### config.mk
export PLATFORM = sky130hd
export DESIGN_NAME = audio_sd_multichannel
export DESIGN_NICKNAME = d
export VERILOG_FILES = /design/src/rtl/audio_sd_pkg.sv /design/src/rtl/sd_modulator.sv /design/src/rtl/audio_sd_multichannel.sv
export SDC_FILE = /design/constraint.sdc
export NUM_CORES = 1
export LEC_CHECK = 0
export CORE_ASPECT_RATIO = 0.8
export CORE_MARGIN = 5
export CORE_UTILIZATION = 30
export DETAILED_ROUTE_END_ITERATION = 12
export GPL_TIMING_DRIVEN = 0
export PLACE_DENSITY = 0.49
export SLEW_MARGIN = 10
export SYNTH_ARGS = -nofsm -noshare
export SYNTH_HDL_FRONTEND = slang
export SYNTH_HIERARCHICAL = 1
export SYNTH_SLANG_ARGS = --single-unit
### constraint.sdc
create_clock -name clk -period 3.08 [get_ports clk]
set_input_delay 0.616 -clock clk [delete_from_list [all_inputs] [get_ports clk]]
set_output_delay 0.616 -clock clk [all_outputs]
set_load 0.03 [all_outputs]
### src/rtl/audio_sd_pkg.sv
// rtl/audio_sd_pkg.sv - shared state encoding and sample helpers for the sigma-delta DAC
package audio_sd_pkg;

   // Ramp/run controller states shared by every channel
   typedef enum logic [1:0] {
      ST_RAMP_UP   = 2'd0,
      ST_RUN       = 2'd1,
      ST_RAMP_DOWN = 2'd2,
      ST_IDLE      = 2'd3
   } sd_state_t;

   // Mid-scale (silence) code for an offset-binary sample of the given width
   function automatic logic [31:0] mid_value(input int width);
      return 32'd1 << (width - 1);
   endfunction

   // Two's-complement to offset-binary: flip the sample MSB
   function automatic logic [31:0] signed_to_offset(input logic [31:0] sample, input int width);
      return sample ^ (32'd1 << (width - 1));
   endfunction

endpackage

### src/rtl/sd_modulator.sv
// rtl/sd_modulator.sv - single-channel first- or second-order sigma-delta modulator
module sd_modulator #(
   parameter int WIDTH = 16,
   parameter int ORDER = 1
) (
   input  logic             clk,
   input  logic             reset_n,
   input  logic [WIDTH-1:0] v,
   output logic             q
);

   logic r_q;

   assign q = r_q;

   generate
      if (ORDER == 1) begin : g_first
         // Only the low WIDTH bits of the accumulator persist; its carry bit is r_q
         logic [WIDTH-1:0] r_acc;
         logic [WIDTH:0]   w_acc_next;

         assign w_acc_next = {1'b0, r_acc} + {1'b0, v};

         // Carry-out accumulator: the carry is the output bit
         always_ff @(posedge clk or negedge reset_n) begin
            if (!reset_n) begin
               r_acc <= '0;
               r_q   <= 1'b0;
            end else begin
               r_acc <= w_acc_next[WIDTH-1:0];
               r_q   <= w_acc_next[WIDTH];
            end
         end
      end else begin : g_second
         localparam int IW = WIDTH + 4;
         localparam int EW = WIDTH + 6;

         logic signed [IW-1:0] r_i1, r_i2;
         logic signed [IW-1:0] w_i1_next, w_i2_next;
         logic signed [EW-1:0] w_fb, w_sum1, w_sum2;

         // Clamp a wide sum into the integrator range instead of wrapping
         function automatic logic signed [IW-1:0] sat(input logic signed [EW-1:0] x);
            if ((&x[EW-1:IW-1]) || !(|x[EW-1:IW-1]))
               return x[IW-1:0];
            else if (x[EW-1])
               return {1'b1, {(IW-1){1'b0}}};
            else
               return {1'b0, {(IW-1){1'b1}}};
         endfunction

         assign w_fb      = r_q ? $signed(EW'(1) << WIDTH) : '0;
         assign w_sum1    = EW'(r_i1) + $signed({6'b0, v}) - w_fb;
         assign w_i1_next = sat(w_sum1);
         assign w_sum2    = EW'(r_i2) + EW'(w_i1_next) - w_fb;
         assign w_i2_next = sat(w_sum2);

         // Two cascaded integrators with feedback from the registered output bit
         always_ff @(posedge clk or negedge reset_n) begin
            if (!reset_n) begin
               r_i1 <= '0;
               r_i2 <= '0;
               r_q  <= 1'b0;
            end else begin
               r_i1 <= w_i1_next;
               r_i2 <= w_i2_next;
               r_q  <= ~w_i2_next[IW-1];
            end
         end
      end
   endgenerate

endmodule

### src/rtl/audio_sd_multichannel.sv
// rtl/audio_sd_multichannel.sv - multi-channel sigma-delta audio DAC with pop-free ramping
module audio_sd_multichannel
   import audio_sd_pkg::*;
#(
   parameter int CHANNELS  = 2,
   parameter int WIDTH     = 16,
   parameter int ORDER     = 1,
   parameter int SIGNED_IN = 0,
   parameter int RAMP_STEP = 16
) (
   input  logic                      clk,
   input  logic                      reset_n,
   input  logic [CHANNELS*WIDTH-1:0] d,
   input  logic                      d_valid,
   input  logic                      terminate,
   output logic [CHANNELS-1:0]       q,
   output logic                      running,
   output logic                      idle
);

   localparam logic [WIDTH-1:0] MID  = WIDTH'(mid_value(WIDTH));
   localparam logic [WIDTH-1:0] STEP = WIDTH'(RAMP_STEP);

   logic [1:0]          r_rst_sync;
   logic                w_rst_n;
   sd_state_t           r_state, w_state_next;
   logic                r_running, r_idle;
   logic [CHANNELS-1:0] w_at_mid, w_at_zero, w_q_mod;

   // Assert reset immediately, release it two clocks later
   always_ff @(posedge clk or negedge reset_n) begin
      if (!reset_n) r_rst_sync <= 2'b00;
      else          r_rst_sync <= {r_rst_sync[0], 1'b1};
   end

   assign w_rst_n = r_rst_sync[1];

   // Shared next-state decision across all channels
   always_comb begin
      w_state_next = r_state;
      case (r_state)
         ST_RAMP_UP:   if (terminate) w_state_next = ST_RAMP_DOWN;
                       else if (&w_at_mid) w_state_next = ST_RUN;
         ST_RUN:       if (terminate) w_state_next = ST_RAMP_DOWN;
         ST_RAMP_DOWN: if (!terminate) w_state_next = ST_RAMP_UP;
                       else if (&w_at_zero) w_state_next = ST_IDLE;
         default:      if (!terminate) w_state_next = ST_RAMP_UP;
      endcase
   end

   // State register with status flags that move on the same edge
   always_ff @(posedge clk or negedge w_rst_n) begin
      if (!w_rst_n) begin
         r_state   <= ST_RAMP_UP;
         r_running <= 1'b0;
         r_idle    <= 1'b0;
      end else begin
         r_state   <= w_state_next;
         r_running <= (w_state_next == ST_RUN);
         r_idle    <= (w_state_next == ST_IDLE);
      end
   end

   genvar ch;
   generate
      for (ch = 0; ch < CHANNELS; ch++) begin : g_ch
         logic [WIDTH-1:0] w_raw, w_sample, w_v_next, r_v;

         assign w_raw    = d[ch*WIDTH +: WIDTH];
         assign w_sample = (SIGNED_IN != 0) ? WIDTH'(signed_to_offset(32'(w_raw), WIDTH)) : w_raw;

         // Effective value: slew toward the target without jumps, or take a new sample
         always_comb begin
            w_v_next = r_v;
            case (r_state)
               ST_RAMP_UP: begin
                  if (r_v > MID)      w_v_next = (r_v - MID > STEP) ? r_v - STEP : MID;
                  else if (r_v < MID) w_v_next = (MID - r_v > STEP) ? r_v + STEP : MID;
               end
               ST_RUN:       if (d_valid && !terminate) w_v_next = w_sample;
               ST_RAMP_DOWN: w_v_next = (r_v > STEP) ? r_v - STEP : '0;
               default:      w_v_next = '0;
            endcase
         end

         // Effective value register
         always_ff @(posedge clk or negedge w_rst_n) begin
            if (!w_rst_n) r_v <= '0;
            else          r_v <= w_v_next;
         end

         assign w_at_mid[ch]  = (r_v == MID);
         assign w_at_zero[ch] = (r_v == '0);

         sd_modulator #(
            .WIDTH (WIDTH),
            .ORDER (ORDER)
         ) u_mod (
            .clk     (clk),
            .reset_n (w_rst_n),
            .v       (r_v),
            .q       (w_q_mod[ch])
         );
      end
   endgenerate

   // Silence the pins completely while parked at zero
   assign q       = w_q_mod & ~{CHANNELS{r_idle}};
   assign running = r_running;
   assign idle    = r_idle;

endmodule

==> results.json <==
{
  "antenna_cells": 0,
  "design_area_sq_um": 7210,
  "worstSetupStartpointType": "flip-flop",
  "wirelength_um": 17800,
  "nNetsFinal": 844,
  "routed-wl-met2_um": 7320,
  "cts.sinks": 72,
  "cts_tree": "done",
  "drt_iter0_markers": 519,
  "end_kind": "flip-flop",
  "fin_cells": 1035,
  "cp.arrival_ps": 3230,
  "seq_area_frac_synth": 0.302,
  "maxCapViolCount": 0,
  "syn_inst": 709,
  "drc": 0,
  "grt_pass1_vias": 5434,
  "regArea_sq_um": 1810,
  "fillers": 2048,
  "dp_hpwl_um": 13300,
  "clock_latency_ps": 340,
  "antenna_left": 0,
  "cp_slowest_cell": "or4_4",
  "tightest_slew_ps": 781,
  "relSlewSlack": 0.479,
  "r2r_slack_ps": 70,
  "num_vias": 5753,
  "fin_setup_tns_ps": 0,
  "syn-cell-area_sq_um": 5960,
  "clk_pin_slew_ps": 70,
  "met3_length_um": 1100,
  "skew_ps": 11.2,
  "dp_slack_ps": -189,
  "multi_input_area_sq_um": 3930,
  "cts_root_buffer": "clkbuf_16",
  "grt_pass1_wl_um": 29000,
  "core_sq_um": 19700,
  "power_density_nw_per_um2": 1020,
  "min_period_ps": 3010,
  "status": "finished clean",
  "yosys.area.top_type": "dfrtp_1",
  "fmax_mhz": 332,
  "critPathLaunch": "g_ch[0].r_v[3]",
  "layout_setup_ws_ps": 66.0,
  "clockBufferDepth": 2,
  "final_layout_size_suffix_gt1_frac": 0.125,
  "ir_worst_vdd_mv": 0.332,
  "maxSlewViolCount": 0,
  "synth_top_area_frac": 0.302,
  "place_inst": 1013,
  "synth_async_sr_flop_share": 1.00,
  "yosys-top-cells-count": "dfrtp_1, a21oi_1, nand2_1",
  "worstSetupPathType": "reg2reg",
  "routedWlPerCell_um": 17.2,
  "top_layer_used": "met4",
  "num_rows": 46,
  "hold_buffers": 0,
  "ys_warn_count": 6,
  "placed_cell_area_sq_um": 6700,
  "syn_to_final_growth_pct": 21.1,
  "gp_congestion": 0.896,
  "cp.required_ps": 3300,
  "cts_max_level": 3,
  "die_y_um": 136,
  "drtPass1Iterations": 7,
  "crit_chain": "or4_1 > buf_4 > nor4_4 > nor3_2 > or4_4 > o31ai_4 > buf_6 > nor2_2 > a221o_1",
  "pin_count": 40,
  "numPortBuffers": 39,
  "grt_use_total": 0.158,
  "met1_length_um": 9050,
  "fp.dieW_um": 168,
  "cts_buffers": 9,
  "start_util": 0.303,
  "ys_top_cells_by_area": "dfrtp_1, ha_1, a21oi_1",
  "hp-class": "reg2async",
  "syn_nets": 787,
  "viasPerCell": 5.56,
  "synthFlopType": "dfrtp_1",
  "hold_viol_final": 0,
  "period_share": 0.979,
  "ys_seq_elements": 72,
  "r2r_start": "g_ch[0].r_v[3]",
  "worstPathMaxFanout": 8,
  "gr-total-overflow": 0,
  "report.final.setup_viol": 0,
  "p_total_mw": 7.34,
  "cpPeakStageDelay_ps": 570,
  "synth_edf_count": 0,
  "synth_area_per_cell_sq_um": 8.41,
  "die_area_sq_um": 22800,
  "leakagePower_nw": 3.08,
  "yosys.cell_count.top_type": "dfrtp_1",
  "grt_max_degree": 37,
  "synth_cell_types": 73,
  "antenna_found_initial": 0
}
## repair_timing
item                                   4_1_cts  5_1_grt
pin swaps                                    1        2
endpoints found under the hold margin        0        0
setup buffers                                5        1
setup endpoints to repair                   22       27
resized for setup                           11       32
## registers in the layout (all words and copies together), names as in the netlist
signal	cells
g_ch.r_v	32
g_ch.u_mod/g_first.r_acc	32
g_ch.u_mod/q	2
idle	1
r_rst_sync	2
r_state	2
running	1
## cell type report
type / instances / area share
plain buffers: 50 / 0.0331
inverters: 33 / 0.0172
flip-flops and latches: 72 / 0.251
clock buffers: 9 / 0.0312
well taps: 264 / 0.0458
multi-input cells: 554 / 0.545
repair buffers: 46 / 0.0631
clock inverters: 7 / 0.0132
## kinds of logic after synthesis
group | Yosys count | synth area share
adder cells (fa/ha/maj) | 42 | 0.0907
AND/OR/NAND/NOR | 233 | 0.203
XOR/XNOR | 40 | 0.0588
flip-flops | 72 | 0.302
buffers and inverters | 83 | 0.0592
other | 1 | 0.000629
AO/OA/AOI/OAI | 237 | 0.284
multiplexers | 1 | 0.00168
## critical path, delay by kind of cell (launching register included)
kind	cells	cell delay [ps]
flip-flops	1	450
AO/OA/AOI/OAI	2	570
buffers and inverters	2	370
AND/OR/NAND/NOR	5	1500
## path summary, 6_finish.rpt
| check | end | cells after the start |
|---|---|---|
| setup / recovery | g_ch[0].r_v[7] | 9 |
| hold / removal | g_ch[0].r_v[1] | 0 |
| setup reg to reg | g_ch[0].r_v[7] | 9 |
| hold reg to reg | g_ch[0].r_v[1] | 0 |
| max in group asynchronous | r_state[1] | 1 |
| min in group clk | r_rst_sync[1] | 0 |
## where the power goes
group	switching, mW	internal [mW]	leakage [nW]
Sequential	0.304	1.33	0.893
Clock	0.435	0.711	0.156
Combinational	2.64	1.91	2.03
Total	3.38	3.95	3.08
## per-stage QoR
stage / hold slack (ps) / util
6_report: 290 / 0.367
5_1_grt: 343 / 0.367
4_1_cts: 319 / 0.362
3_5_place_dp: 325 / 0.341
3_3_place_gp: 338 / 0.339
2_1_floorplan: 320 / -
## cell usage in the layout, fill, tap and decap left out, drive strengths merged, types with 4 or more instances in the layout
cell type	n
a22o	4
o21ai	32
ha	40
a211o	4
o211ai	10
a221oi	9
a22oi	9
o31ai	7
a2bb2oi	5
nor2b	10
nand3	32
clkbuf	33
nand2b	5
a211oi	14
a21o	23
buf	33
nand2	55
and3	13
and4	5
xnor2	25
nor4	15
clkdlybuf4s50	39
a41oi	5
dfrtp	72
nand4	10
o21bai	5
o311ai	4
o221ai	4
a31oi	8
nor2	40
or4	6
o22ai	7
inv	34
a2111oi	4
and2	6
a21oi	59
nor3	24
xor2	15
## layer usage
layer | vias to the layer above | track usage
li1 | 2778 | -
met2 | 205 | 0.220
met1 | 2752 | 0.238
met5 | - | 0
met4 | 0 | 0.0554
met3 | 18 | 0.0323
(Power assumes the default switching activity.)
